--- src/rtl/switch_arbiter_if.sv ---
// rtl/switch_arbiter_if.sv - requester and switch-side beat signals of switch_arbiter
interface switch_arbiter_if #(
  parameter int ADDR_WIDTH = 8,
  parameter int DATA_WIDTH = 16
);

  // requester 0 beat channel
  logic                  req0_vld;
  logic [ADDR_WIDTH-1:0] req0_addr;
  logic [DATA_WIDTH-1:0] req0_data;
  logic                  req0_rdy;

  // requester 1 beat channel
  logic                  req1_vld;
  logic [ADDR_WIDTH-1:0] req1_addr;
  logic [DATA_WIDTH-1:0] req1_data;
  logic                  req1_rdy;

  // registered beat towards the switch
  logic                  sw_vld;
  logic [ADDR_WIDTH-1:0] sw_addr;
  logic [DATA_WIDTH-1:0] sw_data;

  // requesters and switch side
  modport master (
    output req0_vld, req0_addr, req0_data,
    input  req0_rdy,
    output req1_vld, req1_addr, req1_data,
    input  req1_rdy,
    input  sw_vld, sw_addr, sw_data
  );

  // arbiter side
  modport slave (
    input  req0_vld, req0_addr, req0_data,
    output req0_rdy,
    input  req1_vld, req1_addr, req1_data,
    output req1_rdy,
    output sw_vld, sw_addr, sw_data
  );

endinterface

--- src/rtl/switch_arbiter.sv ---
// rtl/switch_arbiter.sv - round-robin burst-limited arbiter feeding the two-way address switch
module switch_arbiter #(
  parameter int                    ADDR_WIDTH = 8,
  parameter int                    DATA_WIDTH = 16,
  parameter logic [ADDR_WIDTH-1:0] ADDR_DIV   = ADDR_WIDTH'(8'h3F),
  parameter int                    MAX_BURST  = 4,
  parameter int                    CNT_WIDTH  = 16
) (
  input  logic                 clk,
  input  logic                 rst,
  switch_arbiter_if.slave      bus,
  output logic                 busy,
  input  logic                 clr_stats,
  output logic [CNT_WIDTH-1:0] cnt_a,
  output logic [CNT_WIDTH-1:0] cnt_b
);

  // burst counter only needs to reach MAX_BURST-1; keep at least one bit for MAX_BURST=1
  localparam int                BURST_W    = (MAX_BURST > 1) ? $clog2(MAX_BURST) : 1;
  localparam logic [BURST_W-1:0] BURST_LAST = BURST_W'(MAX_BURST - 1);

  typedef enum logic [1:0] {
    IDLE   = 2'd0,
    GRANT0 = 2'd1,
    GRANT1 = 2'd2
  } state_t;

  state_t               state;
  logic                 last;
  logic [BURST_W-1:0]   burst_cnt;

  logic                  xfer0;
  logic                  xfer1;
  logic                  xfer;
  logic [ADDR_WIDTH-1:0] sel_addr;
  logic [DATA_WIDTH-1:0] sel_data;
  logic                  sel_port_a;

  // ready follows the grant directly; reset masks it so no beat is taken while reset is held
  assign bus.req0_rdy = (state == GRANT0) && !rst;
  assign bus.req1_rdy = (state == GRANT1) && !rst;

  assign xfer0 = bus.req0_vld && bus.req0_rdy;
  assign xfer1 = bus.req1_vld && bus.req1_rdy;
  assign xfer  = xfer0 || xfer1;

  // at most one requester is ready, so the mux select is simply "requester 1 is transferring"
  assign sel_addr   = xfer1 ? bus.req1_addr : bus.req0_addr;
  assign sel_data   = xfer1 ? bus.req1_data : bus.req0_data;
  assign sel_port_a = (sel_addr <= ADDR_DIV);

  assign busy = (state != IDLE);

  // arbitration state: grant owner, round-robin pointer and beats taken in the current grant
  always_ff @(posedge clk) begin
    if (rst) begin
      state     <= IDLE;
      last      <= 1'b1;
      burst_cnt <= '0;
    end else begin
      case (state)
        IDLE: begin
          burst_cnt <= '0;
          if (bus.req0_vld && (!bus.req1_vld || last)) begin
            state <= GRANT0;
          end else if (bus.req1_vld) begin
            state <= GRANT1;
          end
        end

        GRANT0: begin
          if (bus.req0_vld) begin
            if (burst_cnt == BURST_LAST) begin
              // burst limit reached: hand over only if the other side is waiting
              burst_cnt <= '0;
              if (bus.req1_vld) begin
                state <= GRANT1;
                last  <= 1'b0;
              end
            end else begin
              burst_cnt <= burst_cnt + 1'b1;
            end
          end else begin
            // owner went quiet: switch straight over so the other side sees no idle cycle
            last      <= 1'b0;
            burst_cnt <= '0;
            state     <= bus.req1_vld ? GRANT1 : IDLE;
          end
        end

        GRANT1: begin
          if (bus.req1_vld) begin
            if (burst_cnt == BURST_LAST) begin
              burst_cnt <= '0;
              if (bus.req0_vld) begin
                state <= GRANT0;
                last  <= 1'b1;
              end
            end else begin
              burst_cnt <= burst_cnt + 1'b1;
            end
          end else begin
            last      <= 1'b1;
            burst_cnt <= '0;
            state     <= bus.req0_vld ? GRANT0 : IDLE;
          end
        end

        default: begin
          state     <= IDLE;
          burst_cnt <= '0;
        end
      endcase
    end
  end

  // one-cycle registered forward of the accepted beat; address/data hold when nothing moves
  always_ff @(posedge clk) begin
    if (rst) begin
      bus.sw_vld  <= 1'b0;
      bus.sw_addr <= '0;
      bus.sw_data <= '0;
    end else begin
      bus.sw_vld <= xfer;
      if (xfer) begin
        bus.sw_addr <= sel_addr;
        bus.sw_data <= sel_data;
      end
    end
  end

  // saturating per-destination beat counters; clear wins over a same-cycle increment
  always_ff @(posedge clk) begin
    if (rst || clr_stats) begin
      cnt_a <= '0;
      cnt_b <= '0;
    end else if (xfer) begin
      if (sel_port_a) begin
        if (cnt_a != '1) begin
          cnt_a <= cnt_a + 1'b1;
        end
      end else begin
        if (cnt_b != '1) begin
          cnt_b <= cnt_b + 1'b1;
        end
      end
    end
  end

endmodule

--- src/flat_wrapper.sv ---
// flat-port wrapper written by rule: the top's interface ports become plain ports
module switch_arbiter_flat 
#(
  parameter int                    ADDR_WIDTH = 8,
  parameter int                    DATA_WIDTH = 16,
  parameter logic [ADDR_WIDTH-1:0] ADDR_DIV   = ADDR_WIDTH'(8'h3F),
  parameter int                    MAX_BURST  = 4,
  parameter int                    CNT_WIDTH  = 16
)
  (clk, rst, busy, clr_stats, cnt_a, cnt_b, bus_req0_vld, bus_req0_addr, bus_req0_data, bus_req0_rdy, bus_req1_vld, bus_req1_addr, bus_req1_data, bus_req1_rdy, bus_sw_vld, bus_sw_addr, bus_sw_data);
  switch_arbiter_if #(.ADDR_WIDTH(ADDR_WIDTH), .DATA_WIDTH(DATA_WIDTH)) bus_i ();
  input  logic clk;
  input  logic rst;
  output logic busy;
  input  logic clr_stats;
  output logic [CNT_WIDTH-1:0] cnt_a;
  output logic [CNT_WIDTH-1:0] cnt_b;
  input wire logic [$bits(bus_i.req0_vld)-1:0] bus_req0_vld;
  input wire logic [$bits(bus_i.req0_addr)-1:0] bus_req0_addr;
  input wire logic [$bits(bus_i.req0_data)-1:0] bus_req0_data;
  output wire logic [$bits(bus_i.req0_rdy)-1:0] bus_req0_rdy;
  input wire logic [$bits(bus_i.req1_vld)-1:0] bus_req1_vld;
  input wire logic [$bits(bus_i.req1_addr)-1:0] bus_req1_addr;
  input wire logic [$bits(bus_i.req1_data)-1:0] bus_req1_data;
  output wire logic [$bits(bus_i.req1_rdy)-1:0] bus_req1_rdy;
  output wire logic [$bits(bus_i.sw_vld)-1:0] bus_sw_vld;
  output wire logic [$bits(bus_i.sw_addr)-1:0] bus_sw_addr;
  output wire logic [$bits(bus_i.sw_data)-1:0] bus_sw_data;
  assign bus_i.req0_vld = bus_req0_vld;
  assign bus_i.req0_addr = bus_req0_addr;
  assign bus_i.req0_data = bus_req0_data;
  assign bus_req0_rdy = bus_i.req0_rdy;
  assign bus_i.req1_vld = bus_req1_vld;
  assign bus_i.req1_addr = bus_req1_addr;
  assign bus_i.req1_data = bus_req1_data;
  assign bus_req1_rdy = bus_i.req1_rdy;
  assign bus_sw_vld = bus_i.sw_vld;
  assign bus_sw_addr = bus_i.sw_addr;
  assign bus_sw_data = bus_i.sw_data;
  switch_arbiter #(.ADDR_WIDTH(ADDR_WIDTH), .DATA_WIDTH(DATA_WIDTH), .ADDR_DIV(ADDR_DIV), .MAX_BURST(MAX_BURST), .CNT_WIDTH(CNT_WIDTH)) u_core (.clk(clk), .rst(rst), .bus(bus_i), .busy(busy), .clr_stats(clr_stats), .cnt_a(cnt_a), .cnt_b(cnt_b));
endmodule
--- config.mk ---
export PLATFORM = sky130hd
export DESIGN_NAME = switch_arbiter_flat
export DESIGN_NICKNAME = d
export VERILOG_FILES = /design/src/rtl/switch_arbiter_if.sv /design/src/rtl/switch_arbiter.sv /design/src/flat_wrapper.sv
export SDC_FILE = /design/constraint.sdc
export NUM_CORES = 1
export LEC_CHECK = 0
export CORE_MARGIN = 4
export CORE_UTILIZATION = 45
export DETAILED_ROUTE_END_ITERATION = 16
export PLACE_DENSITY = 0.83
export SLEW_MARGIN = 30
export SYNTH_ARGS = -nofsm -noshare
export SYNTH_HDL_FRONTEND = slang
export SYNTH_SLANG_ARGS = --single-unit
--- constraint.sdc ---
create_clock -name clk -period 3.7 [get_ports clk]
set_clock_uncertainty 0.2 [all_clocks]
set_input_delay 0.555 -clock clk [delete_from_list [all_inputs] [get_ports clk]]
set_output_delay 0.555 -clock clk [all_outputs]
set_load 0.02 [all_outputs]
# Yosys cells after proc, flatten, opt, wreduce, memory -nomap -nowiden
# Index checks and enable logic that the tools add are counted.
[totals] output_inout_bits=60 word_cells=62 input_bits=53 reg_bits=62
[op_classes] add_sub_neg=3 muxes=23 reduce_logical=17 n_lt_le_gt_ge=1 bitwise=1 n_eq_ne=9
[ops] cell="16-bit by 1-bit adder with 16-bit output (second input constant)" count=2
[ops] cell="16-bit inequality test (second input constant)" count=2
[ops] cell="2-bit two-way mux" count=11
[ops] cell="16-bit two-way mux" count=1
[ops] cell="3-bit inequality test (second input constant)" count=4
[ops] cell="3-bit AND reduction" count=3
[ops] cell="8-bit by 6-bit less-or-equal comparator with 1-bit output (second input constant)" count=1
[ops] cell="8-bit two-way mux" count=1
[ops] cell="1-bit two-way mux" count=7
[ops] cell="2-bit one-hot mux with 3 select lines" count=1
[ops] cell="1-bit logical AND" count=5
[ops] cell="5-bit AND reduction" count=1
[ops] cell="2-bit == test (second input constant)" count=2
[ops] cell="2-bit one-hot mux with 2 select lines" count=1
[ops] cell="2-bit nonzero test" count=2
[ops] cell="1-bit logical OR" count=3
[ops] cell="2-bit by 1-bit adder with 2-bit output (second input constant)" count=1
[ops] cell="2-bit by 1-bit == test with 1-bit output (second input constant)" count=1
[ops] cell="1-bit zero test" count=2
[ops] cell="2-bit zero test" count=1
[ops] cell="1-bit one-hot mux with 2 select lines" count=1
[ops] cell="1-bit NOT" count=1

# Logic depth before layout (Yosys ltp)
[logic_depth] depth_word=7 depth_mapped=10 mapped_depth_nobuf=8

# Worst setup path after synthesis
# OpenSTA, ideal clock, no wires.
[synth_timing] kind="register to register" start="register u_core.state[0]" end="register u_core.cnt_b[6]" stages_incl_launch_ff=11 period_less_slack_ps=2553 path_slack_ps=1147 setup_ps=71 n_path_buf=3 arrival_ps=2282 t_required_ps=3429 path_cell_list="dfxtp_1 inv_1 ha_1 buf_4 nand3b_1 buf_2 mux2_4 or3_1 buf_2 or3_1 a21oi_1"
[synth_between] elab_chain_len=7 word_cells_on_any_way=11 cone_classes="order compare: 1; eq/ne: 2; mux: 1; bitwise: 1; reduce/logical: 6"
[synth_lines] item="from (decl)" line="switch_arbiter.sv:28" rtl="state_t state;"
[synth_lines] item="from (signal assigned)" line="switch_arbiter.sv:87" rtl="state <= bus.req1_vld ? GRANT1 : IDLE;"
[synth_lines] item="from (signal assigned)" line="switch_arbiter.sv:105" rtl="state <= bus.req0_vld ? GRANT0 : IDLE;"
[synth_lines] item="2-bit == test" line="switch_arbiter.sv:41" rtl="assign bus.req1_rdy = (state == GRANT1) && !rst;"
[synth_lines] item="1-bit logical AND" line="switch_arbiter.sv:41"
[synth_lines] item="1-bit logical AND" line="switch_arbiter.sv:44" rtl="assign xfer1 = bus.req1_vld && bus.req1_rdy;"
[synth_lines] item="8-bit two-way mux" line="switch_arbiter.sv:48" rtl="assign sel_addr = xfer1 ? bus.req1_addr : bus.req0_addr;"
[synth_lines] item="8-bit by 6-bit less-or-equal comparator with 1-bit output" line="switch_arbiter.sv:50" rtl="assign sel_port_a = (sel_addr <= ADDR_DIV);"
[synth_lines] item="1-bit NOT (no line)"
[synth_lines] item="3-bit AND reduction (no line) *"
[synth_lines] item="to (signal assigned)" line="switch_arbiter.sv:144" rtl="cnt_b <= cnt_b + 1'b1;"
[synth_lines] item="to (decl)" line="switch_arbiter.sv:15" rtl="output logic [CNT_WIDTH-1:0] cnt_b"
# Mark *: on every way between the ends. The rest lies on a longest branch, timed or not.
# A chain may end at the register's enable or synchronous reset.

# Worst setup path after layout
[layout_timing] start="input port bus_req1_vld" end="register u_core.cnt_a[10]"
[layout_between] elab_chain_len=4 word_cells_on_any_way=5 cone_classes="order compare: 1; mux: 1; reduce/logical: 3"
[layout_lines] item="from (decl)" line="flat_wrapper.sv:22" rtl="input wire logic [$bits(bus_i.req1_vld)-1:0] bus_req1_vld;"
[layout_lines] item="1-bit logical AND *" line="switch_arbiter.sv:44"
[layout_lines] item="8-bit two-way mux" line="switch_arbiter.sv:48"
[layout_lines] item="8-bit by 6-bit less-or-equal comparator with 1-bit output" line="switch_arbiter.sv:50"
[layout_lines] item="3-bit AND reduction (no line) *"
[layout_lines] item="to (signal assigned)" line="switch_arbiter.sv:140" rtl="cnt_a <= cnt_a + 1'b1;"
[layout_lines] item="to (decl)" line="switch_arbiter.sv:14" rtl="output logic [CNT_WIDTH-1:0] cnt_a,"
# Marked as above.

==> results.yml <==
run_status:
  outcome: "complete, no violations"
sta:
  fin_setup_tns_ns: 0
  fin_crit_sh_pct: 75.3
  fin_crit_ns: 2.79
  setup_viol: 0
  setup_ws_ns: 0.914
  slew_headroom_pct: 45.8
  fmax_mhz: 359
  rsz0062_at_grt: "false"
  max_slew.worst_pin.slew_ns: 0.806
  timing.final.hold_violations: 0
  slew_violations: 0
routing:
  vias_per_cell: 5.61
  drt_wl_total_mm: 8.14
  drt_iter0_markers: 145
  wl_per_cell_um: 14.9
  firstDrtPassIters: 5
  ant_nets: 0
  drc: 0
  vias: 3065
setup_path:
  reg2reg_slack_ns: 1.02
  worstPathRequired_ns: 3.75
  critPathLaunchType: "input port"
  reg2reg_depth: 8
  r2r-start: "u_core.state[0]"
  end_kind: "flop"
  crit_fanout: 13
  reg2reg_to: "u_core.cnt_a[10]"
  critPathKind: "input port to flop"
  cp.arrival_ns: 2.83
logic_synthesis:
  yosysTopAreaCell: "dfxtp_1"
  postSynth.asyncResetShare_pct: 0
  netlist_instances: 359
  synth-edff-count: 0
  yosysTopAreaCellShare_pct: 40.3
  netlist_area_um2: 3080
  synth_ff_type: "dfxtp_1"
  syn_area_per_cell_um2: 8.59
  ys_ff_latch: 62
  yosysSeqAreaShare_pct: 40.3
  yosys_warnings: 0
  syn_nets: 419
  synthTopCellsByArea: "dfxtp_1 40%, mux2i_1 8.4%, nor2_1 6.9%"
  ys_types: 40
global_routing:
  grtUsageTotal_pct: 19.5
  grt-ovfl-total: 0
  antenna_found_initial: 0
  grt_max_degree: 51
  grt_pass1_vias: 2780
  grt_first_pass_wirelength_mm: 13.3
clocking:
  clock-sinks: 62
  clk-insertion-delay-late_ns: 0.32
  cts_buffers: 9
  root_buffer: "clkbuf_8"
  ctsResizeCount: 0
  clk_path_buf_depth: 2
  clkTransAtPathRegs_ns: 0.06
  htreeDepth: 3
  holdBufCountCts: 0
  post-cts-setup-buffer-count: 0
  cts_tree: "yes"
power:
  netSwitchingFraction_pct: 31.9
  p_total_uw: 1880
  power.density_nw_per_um2: 426
  power_frac_comb_pct: 32.0
  p_switching_uw: 599
  internal_power_uw: 1280
  peakVddDrop_v: 0.000309
  p_seq_share_pct: 41.8
  leakage_uw: 0.00173
  pwr-share-clk_pct: 26.2
floorplanning:
  die_x_um: 90.8
  num_rows: 29
  die_h_um: 90.8
  initial_core_util_pct: 47.5
  ioPinCount: 113
  core-area_um2: 6490
  dieArea_um2: 8240
finish:
  stdcell_count: 546
  n_fill_cell: 554
  n_antenna_cell: 0
  syn2layout_area_growth_pct: 43.1
  nets: 526
  drive_gt1_share_pct: 4.90
place:
  place_inst: 532
  routabilityCongestion: 0.759
  pre_cts_ws_ns: 0.633
  dp_hpwl_mm: 6.08
  port_buffers: 112
hold_path:
  hold_start: "u_core.burst_cnt[0]"
  hold-path-cell-count: 1
  hold_class: "flop to flop"
  hold_end: "u_core.burst_cnt[0]"
job:
  maxCapViolCount: 0
==> cells in the final DEF, fill, tap and decap left out, drive strengths merged, types with 3 or more instances in the layout <==
master / instances
a211oi: 23
a21oi: 12
a31oi: 6
a41o: 6
and3: 9
and4: 6
buf: 6
clkbuf: 12
clkdlybuf4s50: 112
dfxtp: 62
ha: 7
inv: 7
mux2i: 26
nand2: 23
nand3: 10
nand4: 11
nor2: 57
nor2b: 3
nor3: 12
nor4: 15
o21ai: 3
or3: 3
xnor2: 15
==> kinds of logic after synthesis <==
logic type	after synthesis	share of synthesized area, %
muxes	27	8.93
DFF	62	40.3
adders and majority gates	7	2.84
xor gates and xnor gates	16	4.55
and+or+nand+nor	157	25.4
buffers and inverters	29	3.77
AOI/OAI and AO/OA	61	14.2
==> power by group through the flow <==
stage          clock network (µW)  logic (µW)  registers (µW)
2_1_floorplan                   0         268             875
3_3_place_gp                    0         591             796
3_5_place_dp                    0         604             799
4_1_cts                       498         607             786
5_1_grt                       543         653             795
6_report                      492         602             785
==> worst max path at each step <==
stage | startpoint | to | slack (ns) | cells after the start
2_1_floorplan | u_core.state[0] | u_core.cnt_b[6] | 1.15 | 10
3_3_place_gp | bus_req1_vld | u_core.cnt_b[6] | 0.67 | 6
3_5_place_dp | bus_req1_vld | u_core.cnt_b[6] | 0.63 | 6
4_1_cts | bus_req1_vld | u_core.cnt_a[10] | 0.96 | 7
5_1_grt | bus_req1_vld | u_core.cnt_a[10] | 0.75 | 7
6_report | bus_req1_vld | u_core.cnt_a[10] | 0.91 | 7
==> synth_stat cells, types with 2 or more instances <==
master	number
xnor2_1	15
o21bai_1	2
buf_1	2
and3_1	9
nand2b_1	2
or3_1	3
a41o_1	6
dfxtp_1	62
and2_1	2
a21oi_1	12
clkbuf_1	16
nor4_1	15
nand4_1	11
ha_1	7
a211oi_1	23
nor2b_1	3
and4_1	6
nor3_1	11
a311oi_1	2
nand2_1	23
buf_2	3
nand3_1	10
o21ai_0	3
and4b_1	2
a31o_2	2
nor2_1	57
mux2i_1	26
a31oi_1	6
inv_1	7
==> registers in the layout, summed over array words and instances (netlist names) <==
register            cells
u_core.cnt_b           16
u_core.state            2
u_core.last             1
u_core.burst_cnt        2
u_core.bus.sw_data     16
u_core.bus.sw_addr      8
u_core.bus.sw_vld       1
u_core.cnt_a           16
==> metrics by stage <==
step	cell area, µm²	hold WS (ns)	util [%]
floorplan	3080	0.201	-
CTS	4410	0.255	67.9
global route	4410	0.263	67.9
finish	4410	0.246	67.9
detailed placement	4260	0.246	65.5
global placement	4260	0.208	65.5
==> routing by layer <==
| metal | track usage, % | part of all wire, % | up-vias |
|---|---|---|---|
| met2 | 32.6 | 50 | 100 |
| met5 | 0 | 0 | - |
| met3 | 4.00 | 5.5 | 14 |
| li1 | - | - | 1533 |
| met4 | 8.04 | 2.0 | 0 |
| met1 | 24.4 | 42 | 1418 |
==> cell type report <==
type / count / area [µm²] / area share (%)
multi-input cells: 268 / 1730 / 39.1
clock inverters: 2 / 10.0 / 0.227
repair buffers: 118 / 1170 / 26.4
inverters: 7 / 26.3 / 0.596
well taps: 77 / 96.3 / 2.18
clock buffers: 12 / 145 / 3.29
flip-flops and latches: 62 / 1240 / 28.1
==> worst max-delay path, cell delays in order <==
cell and delay (ns):
clkdlybuf4s50_1 0.68, a22o_1 0.23, nand2b_1 0.22, buf_4 0.27, nor4_1 0.45, and3_1 0.24
mux2i_1 0.17
No activity file was read; power rests on OpenSTA's default activity.
